**src/rtl/regfile_scoreboard.sv**
```systemverilog
// 32 x 32-bit register file with two bypassed combinational read ports, one write port,
// and a per-register pending-write scoreboard that raises a decode stall.
module regfile_scoreboard #(
   parameter int WIDTH = 32,
   parameter int NREGS = 32,
   localparam int AW   = $clog2(NREGS)
) (
   input  logic             clk,
   input  logic             clr,
   input  logic             write_en,
   input  logic [AW-1:0]    write_reg,
   input  logic [WIDTH-1:0] write_data,
   input  logic             issue_en,
   input  logic [AW-1:0]    issue_reg,
   input  logic [AW-1:0]    read_reg_a,
   input  logic [AW-1:0]    read_reg_b,
   output logic [WIDTH-1:0] data_a,
   output logic [WIDTH-1:0] data_b,
   output logic             busy_a,
   output logic             busy_b,
   output logic             stall
);

   logic [WIDTH-1:0] r_regs [NREGS];
   logic [NREGS-1:0] r_busy;

   logic w_wr_ok;
   logic w_hit_a;
   logic w_hit_b;
   logic w_wb_a;
   logic w_wb_b;

   // Reset gates the bypass so nothing on the write port leaks out while clr is high.
   assign w_wr_ok = write_en && (write_reg != '0) && !clr;
   assign w_hit_a = w_wr_ok && (write_reg == read_reg_a);
   assign w_hit_b = w_wr_ok && (write_reg == read_reg_b);
   assign w_wb_a  = write_en && (write_reg == read_reg_a);
   assign w_wb_b  = write_en && (write_reg == read_reg_b);

   always_ff @(posedge clk or posedge clr) begin
      if (clr) begin
         for (int i = 0; i < NREGS; i++) begin
            r_regs[i] <= '0;
         end
         r_busy <= '0;
      end else begin
         if (w_wr_ok) begin
            r_regs[write_reg] <= write_data;
         end
         r_busy[0] <= 1'b0;
         // A new issue to the same register outranks the retiring writeback.
         for (int r = 1; r < NREGS; r++) begin
            if (issue_en && (issue_reg == AW'(r))) begin
               r_busy[r] <= 1'b1;
            end else if (write_en && (write_reg == AW'(r))) begin
               r_busy[r] <= 1'b0;
            end
         end
      end
   end

   always_comb begin
      data_a = '0;
      data_b = '0;
      if (w_hit_a) begin
         data_a = write_data;
      end else if (!clr && (read_reg_a != '0)) begin
         data_a = r_regs[read_reg_a];
      end
      if (w_hit_b) begin
         data_b = write_data;
      end else if (!clr && (read_reg_b != '0)) begin
         data_b = r_regs[read_reg_b];
      end
   end

   assign busy_a = !clr && r_busy[read_reg_a] && !w_wb_a;
   assign busy_b = !clr && r_busy[read_reg_b] && !w_wb_b;
   assign stall  = busy_a || busy_b;

endmodule
```
**config.mk**
```make
export PLATFORM = sky130hd
export DESIGN_NAME = regfile_scoreboard
export DESIGN_NICKNAME = d
export VERILOG_FILES = /design/src/rtl/regfile_scoreboard.sv
export SDC_FILE = /design/constraint.sdc
export NUM_CORES = 2
export LEC_CHECK = 0
export CAP_MARGIN = 20
export CELL_PAD_IN_SITES_DETAIL_PLACEMENT = 0
export CELL_PAD_IN_SITES_GLOBAL_PLACEMENT = 1
export CORE_UTILIZATION = 48
export DETAILED_ROUTE_END_ITERATION = 16
export GPL_ROUTABILITY_DRIVEN = 0
export GPL_TIMING_DRIVEN = 1
export PLACE_DENSITY = 0.83
export SLEW_MARGIN = 20
export SYNTH_ARGS = -nofsm -noshare
export SYNTH_HDL_FRONTEND = slang
export SYNTH_SLANG_ARGS = --single-unit
```
**constraint.sdc**
```tcl
create_clock -name clk -period 30.9 [get_ports clk]
set_clock_uncertainty 0.1 [all_clocks]
set_input_delay 3.09 -clock clk [delete_from_list [all_inputs] [get_ports clk]]
set_output_delay 3.09 -clock clk [all_outputs]
set_load 0.005 [all_outputs]
```
**After elaboration in Yosys (flattened, before gate mapping)**

Index checks and enable logic that the tools add are counted.

- $lt $le $gt $ge: 6
- Eq/ne operators: 64
- Multiplexer cells: 79
- Bitwise gates (word level): 3
- Reduce and logical (&&, ||, !) cells: 113

Operators by type and width:

| cell | count |
|---|---|
| bitwise mux 1024 bit | 1 |
| binary-select mux 32 bit (select 5 bit) | 2 |
| two-way mux 32 bit | 9 |
| demux 32 bit (select 5 bit) | 1 |
| == test 5 bit, second input constant | 32 |
| == test 5 x 4 -> 1 bit, second input constant | 16 |
| logical AND 1 bit | 75 |
| two-way mux 1 bit | 64 |
| nonzero test 2 bit | 31 |
| == test 5 x 3 -> 1 bit, second input constant | 8 |
| == test 5 x 2 -> 1 bit, second input constant | 4 |
| >= comparator 6 bit, second input constant | 3 |
| inverter 5 -> 6 bit | 3 |
| nonzero test 5 bit | 3 |
| less-than comparator 5 x 6 -> 1 bit, second input constant | 2 |
| binary-select mux 1 bit (select 5 bit) | 2 |
| == test 5 x 1 -> 1 bit, second input constant | 2 |
| == test 5 bit | 2 |
| less-than comparator 6 x 1 -> 1 bit, second input constant | 1 |
| logical NOT 1 bit | 3 |
| logical OR 1 bit | 1 |

- Register bits: 1055
- Input bits: 56

**Longest topological paths before layout**

- Word-level depth: 6
- Mapped depth: 10

**Worst setup path after synthesis**

OpenSTA, ideal clock, no wires.

- Path kind: input-to-output
- From: input clr
- To: output data_b[14]
- Arrival time: 30.408 ns
- Required time: 27.710 ns
- Setup slack: -2.698 ns
- Stages on the path: 6
- Cell sequence: clkbuf_1 > inv_1 > o211ai_1 > buf_2 > a211oi_1 > a211o_1

- Word-level cells in the longest chain between the ends: 4

Ends and longest elaborated chain:

| item | RTL line | source |
|---|---|---|
| start: declaration | 9 | `input logic clr,` |
| logical NOT 1 bit (*) | 34, 72 |  |
| logical AND 1 bit (on tied branches) | 72, 34 |  |
| two-way mux 32 bit or logical AND 1 bit (tied branches) | 72, 36 |  |
| two-way mux 32 bit (*) | 70 | `if (w_hit_b) begin` |
| end: declaration | 18 | `output logic [WIDTH-1:0] data_b,` |

Every way passes the cells marked *; elsewhere a longest branch is shown, timed or not.

**Worst setup path in the final report**

- From: input read_reg_a[0]
- To: output data_a[11]

- Word-level cells in the longest chain between the ends: 6

Ends and longest elaborated chain:

| item | RTL line | source |
|---|---|---|
| start: declaration | 15 | `input logic [AW-1:0] read_reg_a,` |
| inverter 5 -> 6 bit (not written as such) | 68 | `data_a = r_regs[read_reg_a];` |
| binary-select mux 32 bit (select 5 bit) | 68 |  |
| two-way mux 32 bit (not written as such) (2 in a row) | 68 |  |
| two-way mux 32 bit | 67 | `end else if (!clr && (read_reg_a != '0)) begin` |
| two-way mux 32 bit (*) | 65 | `if (w_hit_a) begin` |
| end: declaration | 17 | `output logic [WIDTH-1:0] data_a,` |

Every way passes the cells marked *; elsewhere a longest branch is shown, timed or not. The select of a mux whose other input is x is not followed.

==> key figures <==
Synth
  – Seq/Total Area, Yosys: 0.464
  – Number of synthesized flops with an enable pin: 0
  – Count leader, synth: dfrtp_1
  – Post-Syn Nets: 4015
  – Synth area leader: dfrtp_1
  – Synthesized area: 0.0569 mm^2
  – Cells after Synth: 3959
  – Average size of a mapped cell: 14.4 um^2
  – Top post-synthesis cells by area: dfrtp_1, mux2_2, mux4_2, mux2i_1, clkbuf_1
  – Ys Warns: 0
  – Post-synth top area share: 0.464
  – Distinct cells, synth: 62
  – Predominant post-synthesis flop cell: dfrtp_1
  – Synth top cells by count: dfrtp_1, mux2_2, mux4_2
  – FFs w/ async S/R, synth: 1.00
  – Synth Register Bits: roughly 1100

Flow run
  – Max-cap violation count: 0

Routing
  – ANT nets after route: 0
  – # DRC: 0
  – Via count: 38400
  – Detailed Route WL: about 180000 um
  – Post-DR vias/cell: ~7.0
  – Wire length per cell: 33.8 um
  – Drt pass-1 iters: 5
  – Drt first-iter violations: 4589

Place
  – Placed cell area: between 0.05 and 0.06 mm^2
  – DP Wirelength: between 90000 and 100000 um
  – Port Buf Inserts: 122

Global routing
  – Vias in the first global route: 38600
  – GRT Total Usage: 0.308
  – Initial antenna violation count: 7
  – Largest net degree at the start of global routing: 163
  – First-pass GRT wire length: 271000 um
  – Global route overflow: 0

Clocking
  – CTS hold repair buffers: 0
  – CTS buffer count: 114
  – Clock Sink Count: approximately 1100
  – Post-cts gate resize count: 0
  – Worst-skew pair later-pin latency: ~0.70 ns
  – Clock Root Buffer: clkbuf_16
  – Post-CTS Setup Bufs: 0
  – Max Buffers Root-to-Sink: 3
  – Clock-pin slew on the worst setup and hold paths: 0.06 ns
  – H-tree depth: 3
  – TritonCTS clock tree: yes

Setup path
  – Bufs and invs on worst path: 4
  – Worst setup SP type: input port
  – Crit Path Category: in2out
  – Arrival @ worst endpoint: 7.57 ns
  – Cell type group with the largest total delay on the critical path: buffers and inverters
  – CP Cell Sequence: buf_8 -> buf_12 -> buf_4 -> mux2_2 -> o21ai_0 -> a221oi_1 -> a211oi_1 -> o41ai_1 -> clkdlybuf4s50_1
  – CP max stage delay: 0.84 ns
  – Worst Setup End Kind: output port
  – WP data required: ~28 ns
  – Worst Path Max Fanout: 95
  – Slowest stage cell on the critical path: buf_4

STA
  – Rel. slew slack: 0.241
  – Slew Limit Fails: 0
  – # setup viols final: 0
  – RSZ-0062 raised after global routing: no
  – Final Cycle Share: 0.348
  – Worst-Margin Slew: 1.13 ns
  – Sum Neg Setup Slack: 0 ns
  – Min cycle time layout: 10.76 ns
  – Hold Vio Cnt, Final: 0
  – Fmax: 92.9 MHz

Die
  – Die Wd: 346 um
  – Die Ht: 346 um
  – Cell Rows: between 100 and 150
  – Core area: 0.117 mm^2
  – Initial core utilization: 0.487
  – Die footprint: 0.120 mm^2
  – IO Count: 123

Finish
  – Nets: 3900
  – Design area: roughly 0.063 mm^2
  – Fill cell count: 9341
  – Share of layout cells above drive strength 1: 0.465
  – Area delta synth->final: 10.5%

Outcome
  – Run status: completed

Pwr
  – Worst vdd ir: ~0.049 mV
  – Pwr per Cell Area: 59.9 mW/mm^2
  – Total power: 0.00377 W
  – Static Leak: 27.7 nW

Min path
  – Hold crit path type: reg2reg
final timing paths:
check	to	from	depth (start not counted)	slack, ns
max	data_a[11]	read_reg_a[0]	9	20.14
min	r_regs[1000]$_DFFE_PP0P_	r_regs[1000]$_DFFE_PP0P_	0	0.29
max reg2reg	r_regs[52]$_DFFE_PP0P_	r_regs[52]$_DFFE_PP0P_	1	29.98
min reg2reg	r_regs[1000]$_DFFE_PP0P_	r_regs[1000]$_DFFE_PP0P_	0	0.29
max in group asynchronous	r_regs[858]$_DFFE_PP0P_	clr	7	23.56
min in group asynchronous	r_regs[701]$_DFFE_PP0P_	clr	3	3.35
power breakdown:
part	switching (W)	internal (W)
Sequential	0.000134	0.00157
Combinational	0.000275	0.000348
Clock	0.000586	0.000858
logic make-up (layout without fill, tap and decap cells):
logic type,after synthesis,count (layout),share of synthesized area
compound gates,482,482,0.0620
xor+xnor,11,11,0.00169
buf+inv,454,435,0.0398
flops,1055,1055,0.464
mux,1625,1625,0.405
other cells,0,8,0
simple gates,332,332,0.0276
area by class of cell:
type | instances | area (um^2) | area share
flip-flops and latches | 1055 | 26400 | 0.420
diodes | 8 | 20.0 | 0.000318
multi-input cells | 2450 | 28600 | 0.454
well taps | 1524 | 1910 | 0.0303
inverters | 7 | 31.3 | 0.000498
clock inverters | 33 | 449 | 0.00714
clock buffers | 179 | 3540 | 0.0563
repair buffers | 216 | 1960 | 0.0312
state kept, by name, indices dropped and copies added (netlist names):
name / count
r_busy: 31
r_regs: 1024
stage by stage:
step | util | setup slack (ns) | instances | hold WS [ns]
floorplan | - | 4.43 | 3959 | 0.341
global placement | 0.504 | 19.85 | 5251 | 0.276
detailed placement | 0.504 | 19.98 | 5251 | 0.285
CTS | 0.538 | 19.96 | 5463 | 0.299
global route | 0.538 | 19.82 | 5466 | 0.310
finish | 0.538 | 20.14 | 5472 | 0.295
placed cells by master (no fill, tap or decap), types with 10 or more instances in the layout:
cell / netlist / layout
dfrtp_1: 1055 / 1055
a32o_1: 16 / 16
mux4_2: 436 / 436
a21oi_1: 28 / 28
and3_1: 42 / 42
a211o_1: 16 / 16
a211oi_1: 49 / 49
clkinv_2: 0 / 19
nand3_1: 29 / 20
nor3_1: 15 / 14
a22o_1: 12 / 12
nor2_4: 0 / 14
o21ai_0: 103 / 103
clkdlybuf4s50_1: 0 / 101
clkbuf_8: 0 / 40
clkbuf_16: 0 / 116
nand2_1: 95 / 86
nor2b_1: 17 / 12
mux2_2: 1028 / 1028
o221ai_1: 10 / 10
clkbuf_1: 234 / 23
a221oi_1: 60 / 60
buf_2: 138 / 14
a22oi_1: 116 / 116
o22ai_1: 20 / 20
nor2_1: 93 / 78
o41ai_1: 32 / 31
buf_4: 32 / 89
mux2i_1: 153 / 153
metal layers:
layer	wire (um)	track usage
met1	71200	0.404
met2	85900	0.478
met3	17400	0.0702
met4	10300	0.162
met5	14	0
(Power assumes the default switching activity.)
